[config.mk]
export PLATFORM = sky130hd
export DESIGN_NAME = instr_prefetch_buffer
export DESIGN_NICKNAME = d
export VERILOG_FILES = /design/src/rtl/instr_prefetch_buffer.sv
export SDC_FILE = /design/constraint.sdc
export NUM_CORES = 1
export LEC_CHECK = 0
export CAP_MARGIN = 20
export CORE_MARGIN = 1.5
export CORE_UTILIZATION = 45
export DETAILED_ROUTE_END_ITERATION = 16
export GPL_TIMING_DRIVEN = 1
export PLACE_DENSITY = 0.76
export SLEW_MARGIN = 20
export SYNTH_ARGS = -nofsm -noshare
export SYNTH_HDL_FRONTEND = slang
export SYNTH_SLANG_ARGS = --single-unit
[constraint.sdc]
create_clock -name clk -period 3.84 [get_ports clk]
set_input_delay 0.768 -clock clk [delete_from_list [all_inputs] [get_ports clk]]
set_output_delay 0.768 -clock clk [all_outputs]
set_load 0.03 [all_outputs]
[src/rtl/instr_prefetch_buffer.sv]
// Instruction prefetch buffer: sequential fetch address generation, a single
// outstanding instruction-memory request, and a small FIFO of {instr, pc+4}
// entries presented to the decode register.
//
// Handshakes:
//   memory side: mem_req_o rises with mem_addr_o, and both stay stable until
//   mem_ack_i. A transfer completes on the rising edge where mem_req_o and
//   mem_ack_i are both high. mem_ack_i is ignored while mem_req_o is low.
//   decode side: the head entry is consumed on the rising edge where
//   instr_valid_o is high, stall_i is low and redirect_i is low.
module instr_prefetch_buffer #(
    parameter int unsigned DEPTH    = 4,            // power of two, >= 2
    parameter logic [31:0] RESET_PC = 32'h0000_0000
) (
    input  logic        clk,
    input  logic        rst,
    input  logic        redirect_i,
    input  logic [31:0] redirect_pc_i,
    input  logic        stall_i,
    output logic        mem_req_o,
    output logic [31:0] mem_addr_o,
    input  logic        mem_ack_i,
    input  logic [31:0] mem_rdata_i,
    output logic        instr_valid_o,
    output logic [31:0] instr_o,
    output logic [31:0] pc_plus4_o
);

    localparam int unsigned PTR_W = $clog2(DEPTH);
    localparam int unsigned CNT_W = $clog2(DEPTH) + 1;
    localparam logic [CNT_W-1:0] DEPTH_C = CNT_W'(DEPTH);

    // IDLE: no request outstanding. REQ: request whose data will be kept.
    // DROP: request still outstanding after a redirect; its data is discarded.
    typedef enum logic [1:0] {
        ST_IDLE = 2'd0,
        ST_REQ  = 2'd1,
        ST_DROP = 2'd2
    } state_t;

    state_t            state_q;
    state_t            state_d;
    logic [31:0]       fetch_pc_q;
    logic [31:0]       fetch_pc_d;
    logic [31:0]       addr_q;
    logic [31:0]       addr_d;
    logic [31:0]       redirect_target;

    logic [31:0]       instr_mem [DEPTH];
    logic [31:0]       pc4_mem   [DEPTH];
    logic [PTR_W-1:0]  rd_ptr_q;
    logic [PTR_W-1:0]  wr_ptr_q;
    logic [CNT_W-1:0]  count_q;
    logic [CNT_W-1:0]  count_after;
    logic              push;
    logic              pop;
    logic              fifo_nonempty;

    // Low two bits of the redirect target are forced to zero (word aligned).
    assign redirect_target = redirect_pc_i & ~32'h0000_0003;

    // A redirect suppresses both the pop and any same-edge push.
    assign fifo_nonempty = (count_q != '0);
    assign push          = (state_q == ST_REQ) & mem_ack_i & ~redirect_i;
    assign pop           = fifo_nonempty & ~stall_i & ~redirect_i;
    assign count_after   = count_q + CNT_W'(push) - CNT_W'(pop);

    // FSM state, fetch PC and the held request address.
    always_ff @(posedge clk) begin
        if (rst) begin
            state_q    <= ST_IDLE;
            fetch_pc_q <= RESET_PC;
            addr_q     <= RESET_PC;
        end else begin
            state_q    <= state_d;
            fetch_pc_q <= fetch_pc_d;
            addr_q     <= addr_d;
        end
    end

    // Next-state logic: issue requests while there is room, and never
    // withdraw a request before its ack (redirect mid-request goes to DROP).
    always_comb begin
        state_d    = state_q;
        fetch_pc_d = fetch_pc_q;
        addr_d     = addr_q;
        case (state_q)
            ST_IDLE: begin
                if (redirect_i) begin
                    fetch_pc_d = redirect_target;
                end else if (count_q < DEPTH_C) begin
                    state_d = ST_REQ;
                    addr_d  = fetch_pc_q;
                end
            end
            ST_REQ: begin
                if (redirect_i) begin
                    fetch_pc_d = redirect_target;
                    state_d    = mem_ack_i ? ST_IDLE : ST_DROP;
                end else if (mem_ack_i) begin
                    fetch_pc_d = fetch_pc_q + 32'd4;
                    if (count_after < DEPTH_C) begin
                        // Back-to-back: the next request starts immediately.
                        addr_d = fetch_pc_q + 32'd4;
                    end else begin
                        state_d = ST_IDLE;
                    end
                end
            end
            ST_DROP: begin
                if (redirect_i) begin
                    fetch_pc_d = redirect_target;
                end
                if (mem_ack_i) begin
                    state_d = ST_IDLE;
                end
            end
            default: begin
                state_d = ST_IDLE;
            end
        endcase
    end

    // FIFO pointers and occupancy; a redirect empties the buffer.
    always_ff @(posedge clk) begin
        if (rst || redirect_i) begin
            rd_ptr_q <= '0;
            wr_ptr_q <= '0;
            count_q  <= '0;
        end else begin
            if (push) begin
                wr_ptr_q <= wr_ptr_q + PTR_W'(1);
            end
            if (pop) begin
                rd_ptr_q <= rd_ptr_q + PTR_W'(1);
            end
            count_q <= count_after;
        end
    end

    // FIFO storage; the entry carries the word and the PC of the next word.
    always_ff @(posedge clk) begin
        if (push) begin
            instr_mem[wr_ptr_q] <= mem_rdata_i;
            pc4_mem[wr_ptr_q]   <= addr_q + 32'd4;
        end
    end

    assign mem_req_o     = (state_q == ST_REQ) || (state_q == ST_DROP);
    assign mem_addr_o    = addr_q;
    assign instr_valid_o = fifo_nonempty;
    assign instr_o       = fifo_nonempty ? instr_mem[rd_ptr_q] : 32'd0;
    assign pc_plus4_o    = fifo_nonempty ? pc4_mem[rd_ptr_q]   : 32'd0;

endmodule

==> summary.txt <==
Mapped Cells: 1010
ant diodes: 0
Final Worst Setup Slack: 355.8 ps
H-tree Lvls: 2
flops & latches, synth: 319
Worst EP required: 3070 ps
Antenna Violating Nets Remaining: 0
clock buffer depth: 3
GPL Wtd Cong: 0.9010
CORE AREA: 30590 um^2
Main synth FF type: edfxtp_1
worst-skew pair later-pin latency: 520 ps
I/O pins: 167
crit share post-route: 90.73%
Die X: 179.4 um
dpl ws: 19.55 ps
CP max-delay cell: clkdlybuf4s50_1
largest family of logic cells by synthesized area: simple AND/OR/NAND/NOR gates
total global-route track usage: 18.94%
status: completed
Seq/Total Area, Yosys: 63.35%
mux cell area share after synthesis: 10.19%
final setup fails: 0
Post-Synthesis Cell Area: 14000 um^2
CTS Sinks: 319
PwrDens: 483.0 nW/um^2
fillers: 2435
max_cap viols: 0
Synth Area in Simple Gates: 12.15%
multi-input logic area: 4778 um^2
postcts setup bufs: 0
Hold-fix buffers, CTS: 0
ratio of cells with drive above 1 in the final layout: 13.61%
die height: 179.4 um
Unique masters post-synth: 61
Synth top area share: 53.20%
post-synthesis adder-cell area fraction: 1.126%
first-pass GRT wire length: 47060 um
Fmax: 287.0 MHz
setup skew after layout: 16.31 ps
setup TNS: 0 ps
die footprint: 32180 um^2
initial antenna violation count: 0
Detailed Route WL: 30360 um
Post-synth EDFFs: 248
wire per inst: 19.05 um
cell taking the most area after synthesis: edfxtp_1
# resized after CTS: 0
synth top area cells: edfxtp_1, dfxtp_1, mux4_2
final total power: 0.008344 W
ys async rst share: 0%
synthesis-to-finish area growth: 23.40%
Top Family by Delay on Critical Path: buffers and inverters
CTS tree: yes
IO Port Bufs: 160
final std cells w/o fill: 1594
CP peak stage delay: 640 ps
Bufs and invs on worst path: 2
Reg clk slew, reported paths: 60 ps
CP max FO: 14
most common cell after layout, fill and taps aside: edfxtp_1
detailed placement HPWL: 19320 um
CP arrival: 2720 ps
grt ovf: 0
number of global-route vias before repair: 8731
startpoint types: flip-flop
iteration count of the initial detailed-routing pass: 5
nets: 1252
post-layout minimum cycle time: 3484 ps
mean area per synthesized cell: 13.86 um^2
row cnt: 64
DR vias/cell: 5.512
Root Buffer Master: clkbuf_16
largest net degree at the start of global routing: 64
Worst Hold Class: flip-flop to flip-flop
Compound-Gate Fraction of Synth Area: 6.828%
RSZ-0062 raised after global routing: false
Crit Path Category: flip-flop to output pin
post-layout util: 56.47%
yosys warns: 0
Fin. Hold Viols: 0
CTS buffer count: 35
IR drop worst, VDD: 0.0002826 V
Initial Util: 45.77%
Max Slew Vio Count: 0
storage element area: 8874 um^2
Crit. End Element: output pin
Worst Max-Slew Pin Slew: 927.6 ps
most frequent cells in the layout: edfxtp_1, clkdlybuf4s50_1, nor2_1
drt drc: 0
placed cells: 1530
crit-path cells: buf_4 -> mux4_2 -> nor2b_1 -> clkdlybuf4s50_1
via count: 8786
Leak: 5.448 nW
Rel. slew slack: 38.16%
DRT iter0 DRCs: 531
post-synthesis xor/xnor area fraction: 3.539%
==> layer usage <==
metal / vias to the layer above / wire [um] / global-route usage (%)
li1: 4164 / - / -
met1: 4285 / 13090 / 25.12
met2: 302 / 14800 / 32.50
met3: 35 / 2052 / 3.544
met4: 0 / 421 / 4.132
met5: - / 0 / 0
==> cell families after synthesis <==
group | after synthesis
XOR/XNOR | 55
AND/OR/NAND/NOR | 328
multiplexers | 65
buffers and inverters | 96
adder cells (fa/ha/maj) | 12
other | 1
AO/OA/AOI/OAI | 134
flip-flops | 319
==> state kept, by name, indices dropped and copies added, names as in the netlist, named ones only <==
register,flops
mem_addr_o,30
fetch_pc_q,30
instr_mem,128
count_q,3
pc4_mem,120
wr_ptr_q,2
state_q,2
rd_ptr_q,2
==> worst reg2reg max path, delay by kind of cell (launching register included) <==
| family | cells | cell delay [ps] |
|---|---|---|
| adder cells (fa/ha/maj) | 4 | 1080 |
| AND/OR/NAND/NOR | 3 | 520 |
| buffers and inverters | 4 | 470 |
| XOR/XNOR | 1 | 210 |
| flip-flops | 1 | 410 |
| AO/OA/AOI/OAI | 2 | 520 |
==> through the flow <==
step / cell area, um^2 / hold WS (ps)
after detailed placement: 16190 / 511.5
after CTS: 17280 / 520.6
after floorplan: 14010 / 465.4
after global routing: 17280 / 534.8
after global placement: 16190 / 482.7
final: 17280 / 510.5
==> report_power, final <==
part	internal, W	leakage [nW]	switching (W)
logic	0.000453	2.09	0.000605
clock network	0.00185	0.521	0.00133
registers	0.00391	2.84	0.000191
total	0.00622	5.45	0.00213
==> worst paths after layout <==
kind	start	end	slack, ps	cells after the start
hold / removal	wr_ptr_q[1]	wr_ptr_q[1]	510	2
setup reg to reg	state_q[0]	mem_addr_o[21]	530	14
hold reg to reg	wr_ptr_q[1]	wr_ptr_q[1]	510	2
setup / recovery	flip-flop	instr_o[0]	360	4
==> cells in the mapped netlist (23+ instances only) <==
library cell,number
edfxtp_1,248
nor2_1,82
dfxtp_1,71
nor2b_1,65
mux4_2,62
nand2_1,52
clkbuf_1,51
xnor2_1,39
nand3_1,27
a211oi_1,26
o21ai_0,25
nand4_1,24
inv_1,23
==> layout make-up <==
cell class                      count  share of cell area (%)
Inverter                           23                  0.4997
Clock inverter                     14                  0.9126
Tap cell                          396                   2.868
Timing Repair Buffer              194                   11.30
Sequential cell                   319                   51.37
Clock buffer                       50                   5.396
Multi-Input combinational cell    598                   27.66
(Power assumes the default switching activity.)
